<file path="src/rtl/rst_seq_ctrl.sv">
// Reset sequencer: async assert, synchronised and staggered per-channel release.
// Define RST_SEQ_SW_REQ_EN to enable masked software re-sequencing.
module rst_seq_ctrl #(
  parameter int NUM_CH      = 4,
  parameter int SYNC_STAGES = 2,
  parameter int HOLD_CYCLES = 16,
  parameter int STAGGER     = 4,
  parameter int CNT_W       = 8
) (
  input  logic              sys_clk,
  input  logic              sys_resetn,
  input  logic              sw_rst_req,
  input  logic [NUM_CH-1:0] ch_mask,
  output logic [NUM_CH-1:0] ch_resetn,
  output logic              rst_done,
  output logic              busy
);

  localparam int IDX_W = (NUM_CH > 1) ? $clog2(NUM_CH) : 1;
  localparam logic [CNT_W-1:0] HOLD_LAST = CNT_W'(HOLD_CYCLES - 1);
  localparam logic [CNT_W-1:0] STAG_LAST = CNT_W'(STAGGER - 1);
  localparam logic [IDX_W-1:0] LAST_IDX  = IDX_W'(NUM_CH - 1);
  localparam bit SINGLE = (NUM_CH == 1);

  typedef enum logic [1:0] {
    S_WAIT,
    S_HOLD,
    S_RELEASE,
    S_DONE
  } state_t;

  state_t                 state;
  logic [CNT_W-1:0]       cnt;
  logic [IDX_W-1:0]       idx;
  logic [SYNC_STAGES-1:0] sync_q;
  logic [NUM_CH-1:0]      act;
  logic [NUM_CH-1:0]      slot;
  logic [NUM_CH-1:0]      slot0;

`ifdef RST_SEQ_SW_REQ_EN
  logic [NUM_CH-1:0] mask_q;
  assign act = mask_q;
`else
  wire unused_sw = sw_rst_req ^ (^ch_mask);
  assign act = '1;
`endif

  assign slot  = act & (NUM_CH'(1) << idx);
  assign slot0 = act & NUM_CH'(1);

  always_ff @(posedge sys_clk or negedge sys_resetn) begin
    if (!sys_resetn) begin
      sync_q <= '0;
    end else begin
      sync_q <= {sync_q[SYNC_STAGES-2:0], 1'b1};
    end
  end

  always_ff @(posedge sys_clk or negedge sys_resetn) begin
    if (!sys_resetn) begin
      state     <= S_WAIT;
      cnt       <= '0;
      idx       <= '0;
      ch_resetn <= '0;
      rst_done  <= 1'b0;
      busy      <= 1'b1;
`ifdef RST_SEQ_SW_REQ_EN
      mask_q    <= '1;
`endif
    end else begin
      unique case (state)
        S_WAIT: begin
          if (sync_q[SYNC_STAGES-1]) begin
            state <= S_HOLD;
            cnt   <= '0;
          end
        end
        S_HOLD: begin
          if (cnt == HOLD_LAST) begin
            ch_resetn <= ch_resetn | slot0;
            cnt       <= '0;
            idx       <= IDX_W'(1);
            if (SINGLE) begin
              state    <= S_DONE;
              rst_done <= 1'b1;
              busy     <= 1'b0;
            end else begin
              state <= S_RELEASE;
            end
          end else begin
            cnt <= cnt + CNT_W'(1);
          end
        end
        S_RELEASE: begin
          if (cnt == STAG_LAST) begin
            ch_resetn <= ch_resetn | slot;
            cnt       <= '0;
            if (idx == LAST_IDX) begin
              state    <= S_DONE;
              rst_done <= 1'b1;
              busy     <= 1'b0;
            end else begin
              idx <= idx + IDX_W'(1);
            end
          end else begin
            cnt <= cnt + CNT_W'(1);
          end
        end
        S_DONE: begin
`ifdef RST_SEQ_SW_REQ_EN
          // Unmasked channels keep running; only masked ones re-sequence.
          if (sw_rst_req && (|ch_mask)) begin
            mask_q    <= ch_mask;
            ch_resetn <= ch_resetn & ~ch_mask;
            rst_done  <= 1'b0;
            busy      <= 1'b1;
            state     <= S_HOLD;
            cnt       <= '0;
          end
`endif
        end
        default: begin
          state <= S_WAIT;
        end
      endcase
    end
  end

endmodule

</file>
<file path="config.mk">
export PLATFORM = sky130hd
export DESIGN_NAME = rst_seq_ctrl
export DESIGN_NICKNAME = d
export VERILOG_FILES = /design/src/rtl/rst_seq_ctrl.sv
export SDC_FILE = /design/constraint.sdc
export NUM_CORES = 1
export LEC_CHECK = 0
export CORE_MARGIN = 5
export CORE_UTILIZATION = 49
export DETAILED_ROUTE_END_ITERATION = 7
export GPL_ROUTABILITY_DRIVEN = 1
export HOLD_SLACK_MARGIN = 0.05
export PLACE_DENSITY = 0.84
export SYNTH_ARGS = -nofsm -noshare
export SYNTH_HDL_FRONTEND = slang
export SYNTH_SLANG_ARGS = --single-unit
export TNS_END_PERCENT = 10
</file>
<file path="constraint.sdc">
create_clock -name sys_clk -period 2.1 [get_ports sys_clk]
set_input_delay 0.315 -clock sys_clk [delete_from_list [all_inputs] [get_ports sys_clk]]
set_output_delay 0.315 -clock sys_clk [all_outputs]
set_load 0.05 [all_outputs]
</file>
# Word level (Yosys, flattened, before mapping)
# Cells that the tools add are included.
# totals
ff_bits	20
input_bits	7
elab_cells	48
# op_classes
n_addsub	2
eq_ne	10
n_shift	1
mux	16
n_bitwise	2
n_reduce_logical	9
# ops
operator	n
$mux W8	3
$pmux W8 S3	1
$mux W2	7
$ne A2 B2 Y1 const B	5
$reduce_and A3 Y1	3
$add A8 B1 Y8 const B	1
$eq A8 B2 Y1 const B	1
$eq A8 B4 Y1 const B	1
$pmux W4 S2	1
$pmux W2 S3	1
$reduce_and A5 Y1	1
$eq A2 B2 Y1 const B	2
$mux W4	1
$or A4 B4 Y4	1
$pmux W2 S2	1
$reduce_and A4 Y1	1
$shl A1 B2 Y4 const A	1
$reduce_bool A3 Y1	1
$add A2 B1 Y2 const B	1
$eq A2 B1 Y1 const B	1
$logic_not A2 Y1	1
$reduce_and A2 Y1	1
$reduce_bool A2 Y1	1
$mux W1	1
$not A1 Y1	1

# Longest topological paths before layout
# Gate-level depths: netlist of the first run.
# logic_depth
ltp_word	4
depth_mapped	7

# Worst setup path before layout of the first run
# Ideal clock, no wire load.
# synth_path
path_type	register -> register
start	reg cnt[5]
end	reg state[1]
setup_time_ns	0.125
arrival_time_ns	2.098
required_ns	1.975
setup_slack_ns	-0.123
path_stages_with_launch	5
path_buffers	0
period_less_slack_ns	2.223
cell_sequence	dfrtp_1 > or4_4 > o41a_1 > or4_4 > mux2_4
# synth_between
elab_chain_cells	3
# synth_lines
element	line_no	rtl
from (decl)	33	logic [CNT_W-1:0] cnt;
from (signal assigned)	91	cnt <= cnt + CNT_W'(1);
from (signal assigned)	106	cnt <= cnt + CNT_W'(1);
$eq A8 B2 Y1 or $eq A8 B4 Y1 (tied branches)	95, 79	
$ne A2 B2 Y1 (no line)	n/a	
$reduce_and A5 Y1 (no line) (*)	n/a	
to (signal assigned)	88	state <= S_RELEASE;
to (signal assigned)	99	state <= S_DONE;
to (signal assigned)	123	state <= S_WAIT;
to (decl)	32	state_t state;
# Every way passes the cells marked *; elsewhere a longest branch is shown, timed or not.
# A chain may end at the register's enable or synchronous reset.

# Worst setup path after layout of the first run
# layout_path
start	reg cnt[5]
end	reg idx[0]
# layout_between
elab_chain_cells	3
# layout_lines
element	line_no	rtl
$eq A8 B2 Y1 or $eq A8 B4 Y1 (tied branches)	95, 79	
$ne A2 B2 Y1 (no line)	n/a	
$reduce_and A4 Y1 (no line) (*)	n/a	
to (signal assigned)	103	idx <= idx + IDX_W'(1);
to (decl)	34	logic [IDX_W-1:0] idx;
# Marked as above.

==> results of run 1 <==
area by class of cell:
type	count	area share
inverter	7	0.0189
clock buffer	4	0.0260
multi-input combinational	84	0.450
tap	28	0.0251
timing repair buffer	20	0.120
sequential	20	0.360
per-layer routing:
metal,part of all wire,vias to the layer above,GRT usage,wire length (um)
met5,0,-,0,0
met4,0.034,0,0.103,87
met3,0.052,11,0.0200,132
met2,0.52,38,0.295,1340
met1,0.39,472,0.185,999
li1,-,465,-,-
kinds of logic (layout without fill, tap and decap cells):
| group | Yosys count | after routing | share of synthesized area |
|---|---|---|---|
| AO/OA/AOI/OAI | 28 | 28 | 0.183 |
| adder cells (fa/ha/maj) | 11 | 11 | 0.121 |
| buffers and inverters | 11 | 31 | 0.0364 |
| flip-flops | 20 | 20 | 0.443 |
| multiplexers | 3 | 3 | 0.0309 |
| other | 1 | 1 | 0.00331 |
| AND/OR/NAND/NOR | 41 | 41 | 0.182 |
per-stage QoR:
stage | hold slack, ns | TNS [ns] | setup slack [ns]
6_report | 0.353 | -0.107 | -0.0516
5_1_grt | 0.388 | -0.366 | -0.119
4_1_cts | 0.371 | -0.0940 | -0.0518
3_5_place_dp | 0.345 | -0.111 | -0.0485
3_3_place_gp | 0.340 | -0.0105 | -0.0105
2_1_floorplan | 0.0194 | -0.0205 | -0.0126
what timing repair did:
item	CTS	global route
setup buffers	0	0
setup endpoints to repair	6	10
pin swaps	1	3
gates resized for setup	1	4
registers in the layout (all words and copies together), names as in the netlist:
name	count
cnt	8
sync_q	2
busy	1
rst_done	1
state	2
ch_resetn	4
idx	2
worst max-delay path by stage:
stage	from	to	depth (start not counted)
after floorplan	cnt[7]$_DFFE_PN0P_	state[1]$_DFFE_PN0P_	4
after global placement	cnt[7]$_DFFE_PN0P_	state[1]$_DFFE_PN0P_	4
after detailed placement	cnt[7]$_DFFE_PN0P_	state[1]$_DFFE_PN0P_	4
after CTS	cnt[5]$_DFFE_PN0P_	state[1]$_DFFE_PN0P_	4
after global routing	cnt[5]$_DFFE_PN0P_	idx[0]$_DFFE_PN0P_	5
final	cnt[5]$_DFFE_PN0P_	idx[0]$_DFFE_PN0P_	5
cells in the final DEF, fill, tap and decap left out, types with 2 or more instances in the layout:
cell,count
or4_4,2
o21ai_0,4
clkdlybuf4s50_1,7
dfrtp_1,19
o2111ai_1,5
or2_2,2
inv_2,2
nand3_1,5
mux2i_1,2
buf_4,13
o211ai_1,5
clkbuf_4,3
ha_1,10
nor4_1,4
nand2_1,13
nor2_1,8
inv_1,5
a31oi_1,4
power by group:
| group | leakage, nW | switching, W | internal (W) | total, W |
|---|---|---|---|---|
| clock | 0.0210 | 0.000127 | 0.000106 | 0.000233 |
| sequential | 0.255 | 0.0000654 | 0.000449 | 0.000514 |
| combinational | 0.337 | 0.000500 | 0.000427 | 0.000927 |
| total | 0.612 | 0.000693 | 0.000982 | 0.00167 |
==> run_results.csv, run 1 <==
group,metric,value,unit
placement,dp.cells,159,
clock_network,htreeDepth,1,
cells_and_area,multiInputGateArea,627,um^2
grt,grt_pass1_vias,956,
grt,grt_pass1_wl,4260,um
worst_setup_path,path_buf_inv,1,
synthesis,yosysTopAreaCellShare,0.419,
worst_setup_path,r2r_setup_slack,-0.05,ns
grt,antenna_found_initial,0,
power,ir_worst_vdd,0.710,mV
power,leakagePower,0.612,nW
synthesis,synth_ff_type,"dfrtp_1",
clock_network,clkSinkCount,20,
sta,slew_violations,0,
cells_and_area,fin_area,1390,um^2
sta,clock_skew,0.00680,ns
clock_network,cts_tree,"built",
cells_and_area,antenna_cells,0,
sta,final.setup.worst_slack,-0.0516,ns
cells_and_area,area_growth,23.0,%
routing,routedWlPerCell,15.7,um
floorplanning,die-area,3380,um^2
worst_setup_path,start_kind,"register",
sta,setup_violations,3,
cells_and_area,layout.nets,154,
placement,place.gp.congestion,0.879,
cells_and_area,instances_no_fill,163,
job,drv_cap,0,
grt,grt-ovfl-total,0,
worst_setup_path,reg2reg_to,"idx[0]$_DFFE_PN0P_",
worst_setup_path,crit_chain,"or4_4, o41a_1, buf_4, or2_2, o221a_2",
worst_setup_path,cp_top_family,"simple AND/OR/NAND/NOR gates",
clock_network,insertion_delay,0.32,ns
placement,dp_hpwl,1940,um
cells_and_area,final_util,0.630,
routing,antenna_left,0,
cells_and_area,drive_gt1_frac,0.244,
placement,port_buffers,7,
floorplanning,initial_utilization,0.512,
worst_setup_path,crit_arrival,2.37,ns
routing,first_iter_violations,35,
worst_setup_path,crit_path_top_delay_cell,"or4_4",
floorplanning,core_area,2210,um^2
placement,place_area,1340,um^2
synthesis,synth_top_cells_by_area,"dfrtp_1, ha_1, nand2_1",
routing,via_per_inst,6.05,
sta,fmax,0.465,GHz
clock_network,clk_pin_slew,0.12,ns
sta,tightest_slew,0.588,ns
cells_and_area,fillers,194,
routing,first_pass_iters,4,
worst_setup_path,r2r-start,"cnt[5]$_DFFE_PN0P_",
clock_network,cts-buffers-inserted,3,
clock_network,cts_root_buf,"clkbuf_4",
synthesis,netlist_instances,115,
grt,grt_max_degree,14,
power,power_density,1200,nW/um^2
synthesis,synth_common_cells,"dfrtp_1, nand2_1, ha_1",
cells_and_area,seq_area,502,um^2
routing,route.final.wire_length,2560,um
sta,fin_crit_sh,1.02,
synthesis,synthMostInstantiatedCell,"dfrtp_1",
sta,max-slew-margin-rel,0.607,
synthesis,synth-edff-count,0,
worst_setup_path,crit_type,"reg2reg",
synthesis,yosysTopAreaCell,"dfrtp_1",
synthesis,synthDistinctLibCells,32,
worst_setup_path,crit_required,2.32,ns
synthesis,synth_nets,133,
worst_setup_path,crit_fanout,10,
hold_path,hp-class,"in2async",
worst_setup_path,r2r_cells,5,
worst_setup_path,max_stage_delay,0.56,ns
synthesis,avgSynthCellArea,9.86,um^2
synthesis,seq_area_frac_synth,0.443,
grt,grt.total_usage,0.166,
sta,final_hold_viol_count,0,
synthesis,ys_ff_latch,20,
synthesis,yosys_warnings,0,
sta,fin_crit,2.15,ns
power,power,0.00167,W
floorplanning,ios,13,
routing,dr_total_vias,986,
routing,drcViolationCount,0,
clock_network,cts_max_path_buffers,2,
floorplanning,die_h,58.1,um
synthesis,synth_area,1130,um^2
status,violations,"negative setup slack",
clock_network,hold_buffers,0,
floorplanning,chipWidth,58.1,um
synthesis,synthArstFlopShare,1.00,
status,status,"finished, violations left",
worst_setup_path,end_kind,"register",
floorplanning,rows,17,
sta,rsz0062_at_grt,"true",
Note: power is estimated with default switching activity, not from simulation.
==> inputs of run 2 (changes only) <==
--- a/config.mk
+++ b/config.mk
@@ -5,12 +5,14 @@
 export SDC_FILE = /design/constraint.sdc
 export NUM_CORES = 1
 export LEC_CHECK = 0
+export CELL_PAD_IN_SITES_DETAIL_PLACEMENT = 1
+export CELL_PAD_IN_SITES_GLOBAL_PLACEMENT = 2
 export CORE_MARGIN = 5
-export CORE_UTILIZATION = 49
+export CORE_UTILIZATION = 31
 export DETAILED_ROUTE_END_ITERATION = 7
 export GPL_ROUTABILITY_DRIVEN = 1
 export HOLD_SLACK_MARGIN = 0.05
-export PLACE_DENSITY = 0.84
+export PLACE_DENSITY = 0.83
 export SYNTH_ARGS = -nofsm -noshare
 export SYNTH_HDL_FRONTEND = slang
 export SYNTH_SLANG_ARGS = --single-unit
==> run 2 against run 1 <==
The flow still finishes with violations (negative setup slack). Global-route usage is 4.3 points lower. Fmax is 0.38% lower. Setup slack worse by 0.0082 ns. Critical endpoint is now state[1]$_DFFE_PN0P_. Via count decreased by 4.2%. Die area up 47%. Sequential power about the same. Sequential share of layout area fell by 0.51 points. Worst hold slack better by 0.00055 ns. Core utilization down 24 points. Clock skew fell by 0.0027 ns. Non-clock buffer count decreased by 1.
==> run_results.csv, run 2 (same netlist as run 1, synthesis figures left out) <==
group,metric,value,unit
routing,dr_total_vias,945,
cells_and_area,antenna_cells,0,
grt,grt-ovfl-total,0,
clock_network,cts_max_path_buffers,2,
cells_and_area,layout_common_cells,"dfrtp_1, nand2_1, buf_4",
power,ir_worst_vdd,0.365,mV
worst_setup_path,r2r_cells,4,
grt,grt_pass1_wl,4860,um
placement,dp.cells,178,
routing,antenna_left,0,
sta,fin_crit,2.16,ns
grt,grt_pass1_vias,1027,
cells_and_area,largest-register,"cnt",
power,combPwrFrac,0.522,
sta,fmax,0.463,GHz
grt,grt.total_usage,0.123,
routing,first_pass_iters,4,
job,drv_cap,0,
power,sw_frac_of_total,0.407,
floorplanning,rows,22,
clock_network,hold_buffers,0,
power,leakagePower,0.611,nW
cells_and_area,largestRegisters,"cnt: 8 flops, ch_resetn: 4 flops",
clock_network,clkSinkCount,20,
worst_setup_path,reg2reg_to,"state[1]$_DFFE_PN0P_",
routing,route.final.wire_length,2690,um
floorplanning,core_area,3610,um^2
grt,grt_max_degree,21,
status,violations,"negative setup slack",
worst_setup_path,r2r_setup_slack,-0.06,ns
placement,place.gp.congestion,0.849,
hold_path,hold_end,"sync_q[1]$_DFF_PN0_",
sta,setup_violations,3,
placement,port_buffers,7,
sta,slew_violations,0,
cells_and_area,largest_reg_flops,8,
cells_and_area,drive_gt1_frac,0.224,
cells_and_area,layout_commonest_cell,"dfrtp_1",
sta,rsz0062_at_grt,"true",
sta,final.setup.worst_slack,-0.0598,ns
placement,preCtsSetupSlack,-0.0573,ns
power,intPower,0.00101,W
sta,fin_crit_sh,1.03,
clock_network,cts_resized,0,
floorplanning,chipWidth,70.5,um
clock_network,htreeDepth,1,
routing,via_per_inst,5.19,
clock_network,cts_tree,"built",
worst_setup_path,start_kind,"register",
power,power_density,1200,nW/um^2
worst_setup_path,end_kind,"register",
power,clkPwrFrac,0.176,
hold_path,hp-start,"sync_q[0]$_DFF_PN0_",
floorplanning,die-area,4970,um^2
sta,final_hold_viol_count,0,
routing,first_iter_violations,35,
clock_network,clk_pin_slew,0.08,ns
hold_path,hp-class,"reg2reg",
clock_network,insertion_delay,0.26,ns
placement,dp_hpwl,2070,um
worst_setup_path,crit_fanout,3,
worst_setup_path,crit_type,"reg2reg",
cells_and_area,instances_no_fill,182,
routing,drcViolationCount,0,
power,seq_power_share,0.302,
power,power_switching,0.000692,W
worst_setup_path,crit_arrival,2.31,ns
cells_and_area,fillers,417,
floorplanning,die_h,70.5,um
hold_path,whs_path_depth,0,
sta,max-slew-margin-rel,0.663,
worst_setup_path,r2r-start,"cnt[7]$_DFFE_PN0P_",
clock_network,cts-buffers-inserted,3,
floorplanning,ios,13,
sta,tightest_slew,0.504,ns
routing,routedWlPerCell,14.8,um
grt,antenna_found_initial,0,
cells_and_area,layout.nets,153,
clock_network,cts_root_buf,"clkbuf_8",
floorplanning,initial_utilization,0.314,
status,status,"finished, violations left",
sta,clock_skew,0.00411,ns
worst_setup_path,crit_required,2.25,ns
cells_and_area,area_growth,24.7,%
run 2: critical path: stages, from the launching register on:
cell     delay (ns)
dfrtp_1        0.39
or4_4          0.57
o41a_1         0.34
or4_4          0.44
mux2_4         0.31
run 2: per-stage QoR:
step                utilization  instance area [um^2]  TNS, ns  power [W]  hold WS, ns
floorplan                     -                  1160  -0.0205    0.00112       0.0194
global placement          0.377                  1360  -0.0251    0.00137        0.333
detailed placement        0.377                  1360   -0.101    0.00142        0.342
CTS                       0.392                  1410   -0.138    0.00173        0.360
global route              0.392                  1410   -0.508    0.00185        0.363
finish                    0.392                  1410   -0.103    0.00170        0.354
run 2: power groups by stage:
stage               registers [W]  logic, W  clock network (W)
floorplan                0.000539  0.000581                  0
global placement         0.000516  0.000857                  0
detailed placement       0.000523  0.000898                  0
CTS                      0.000515  0.000903           0.000315
global route             0.000524  0.000998           0.000333
finish                   0.000514  0.000888           0.000298
run 2: final cells by class:
| cell class | instances | area, um^2 | area share |
|---|---|---|---|
| flip-flops and latches | 20 | 502 | 0.355 |
| clock buffers | 4 | 55.1 | 0.0389 |
| well taps | 48 | 60.1 | 0.0425 |
| inverters | 7 | 26.3 | 0.0186 |
| repair buffers | 19 | 160 | 0.113 |
| multi-input cells | 84 | 611 | 0.432 |
run 2: per-layer routing:
metal | global-route usage | vias up | wire length [um]
met5 | 0 | - | 0
met4 | 0.0213 | 0 | 13
met3 | 0.0374 | 2 | 94
met2 | 0.227 | 11 | 1430
met1 | 0.138 | 476 | 1150
li1 | - | 456 | -
run 2: worst max path at each step:
stage / startpoint / endpoint / cells past startpoint
floorplan: cnt[7]$_DFFE_PN0P_ / state[1]$_DFFE_PN0P_ / 4
global placement: cnt[7]$_DFFE_PN0P_ / state[1]$_DFFE_PN0P_ / 4
detailed placement: cnt[7]$_DFFE_PN0P_ / state[1]$_DFFE_PN0P_ / 4
CTS: cnt[7]$_DFFE_PN0P_ / state[1]$_DFFE_PN0P_ / 4
global route: cnt[7]$_DFFE_PN0P_ / idx[0]$_DFFE_PN0P_ / 5
finish: cnt[7]$_DFFE_PN0P_ / state[1]$_DFFE_PN0P_ / 4
run 2: timing repair:
action,4_1_cts,5_1_grt
setup buffers,0,0
setup endpoints to repair,3,10
cloned,0,0
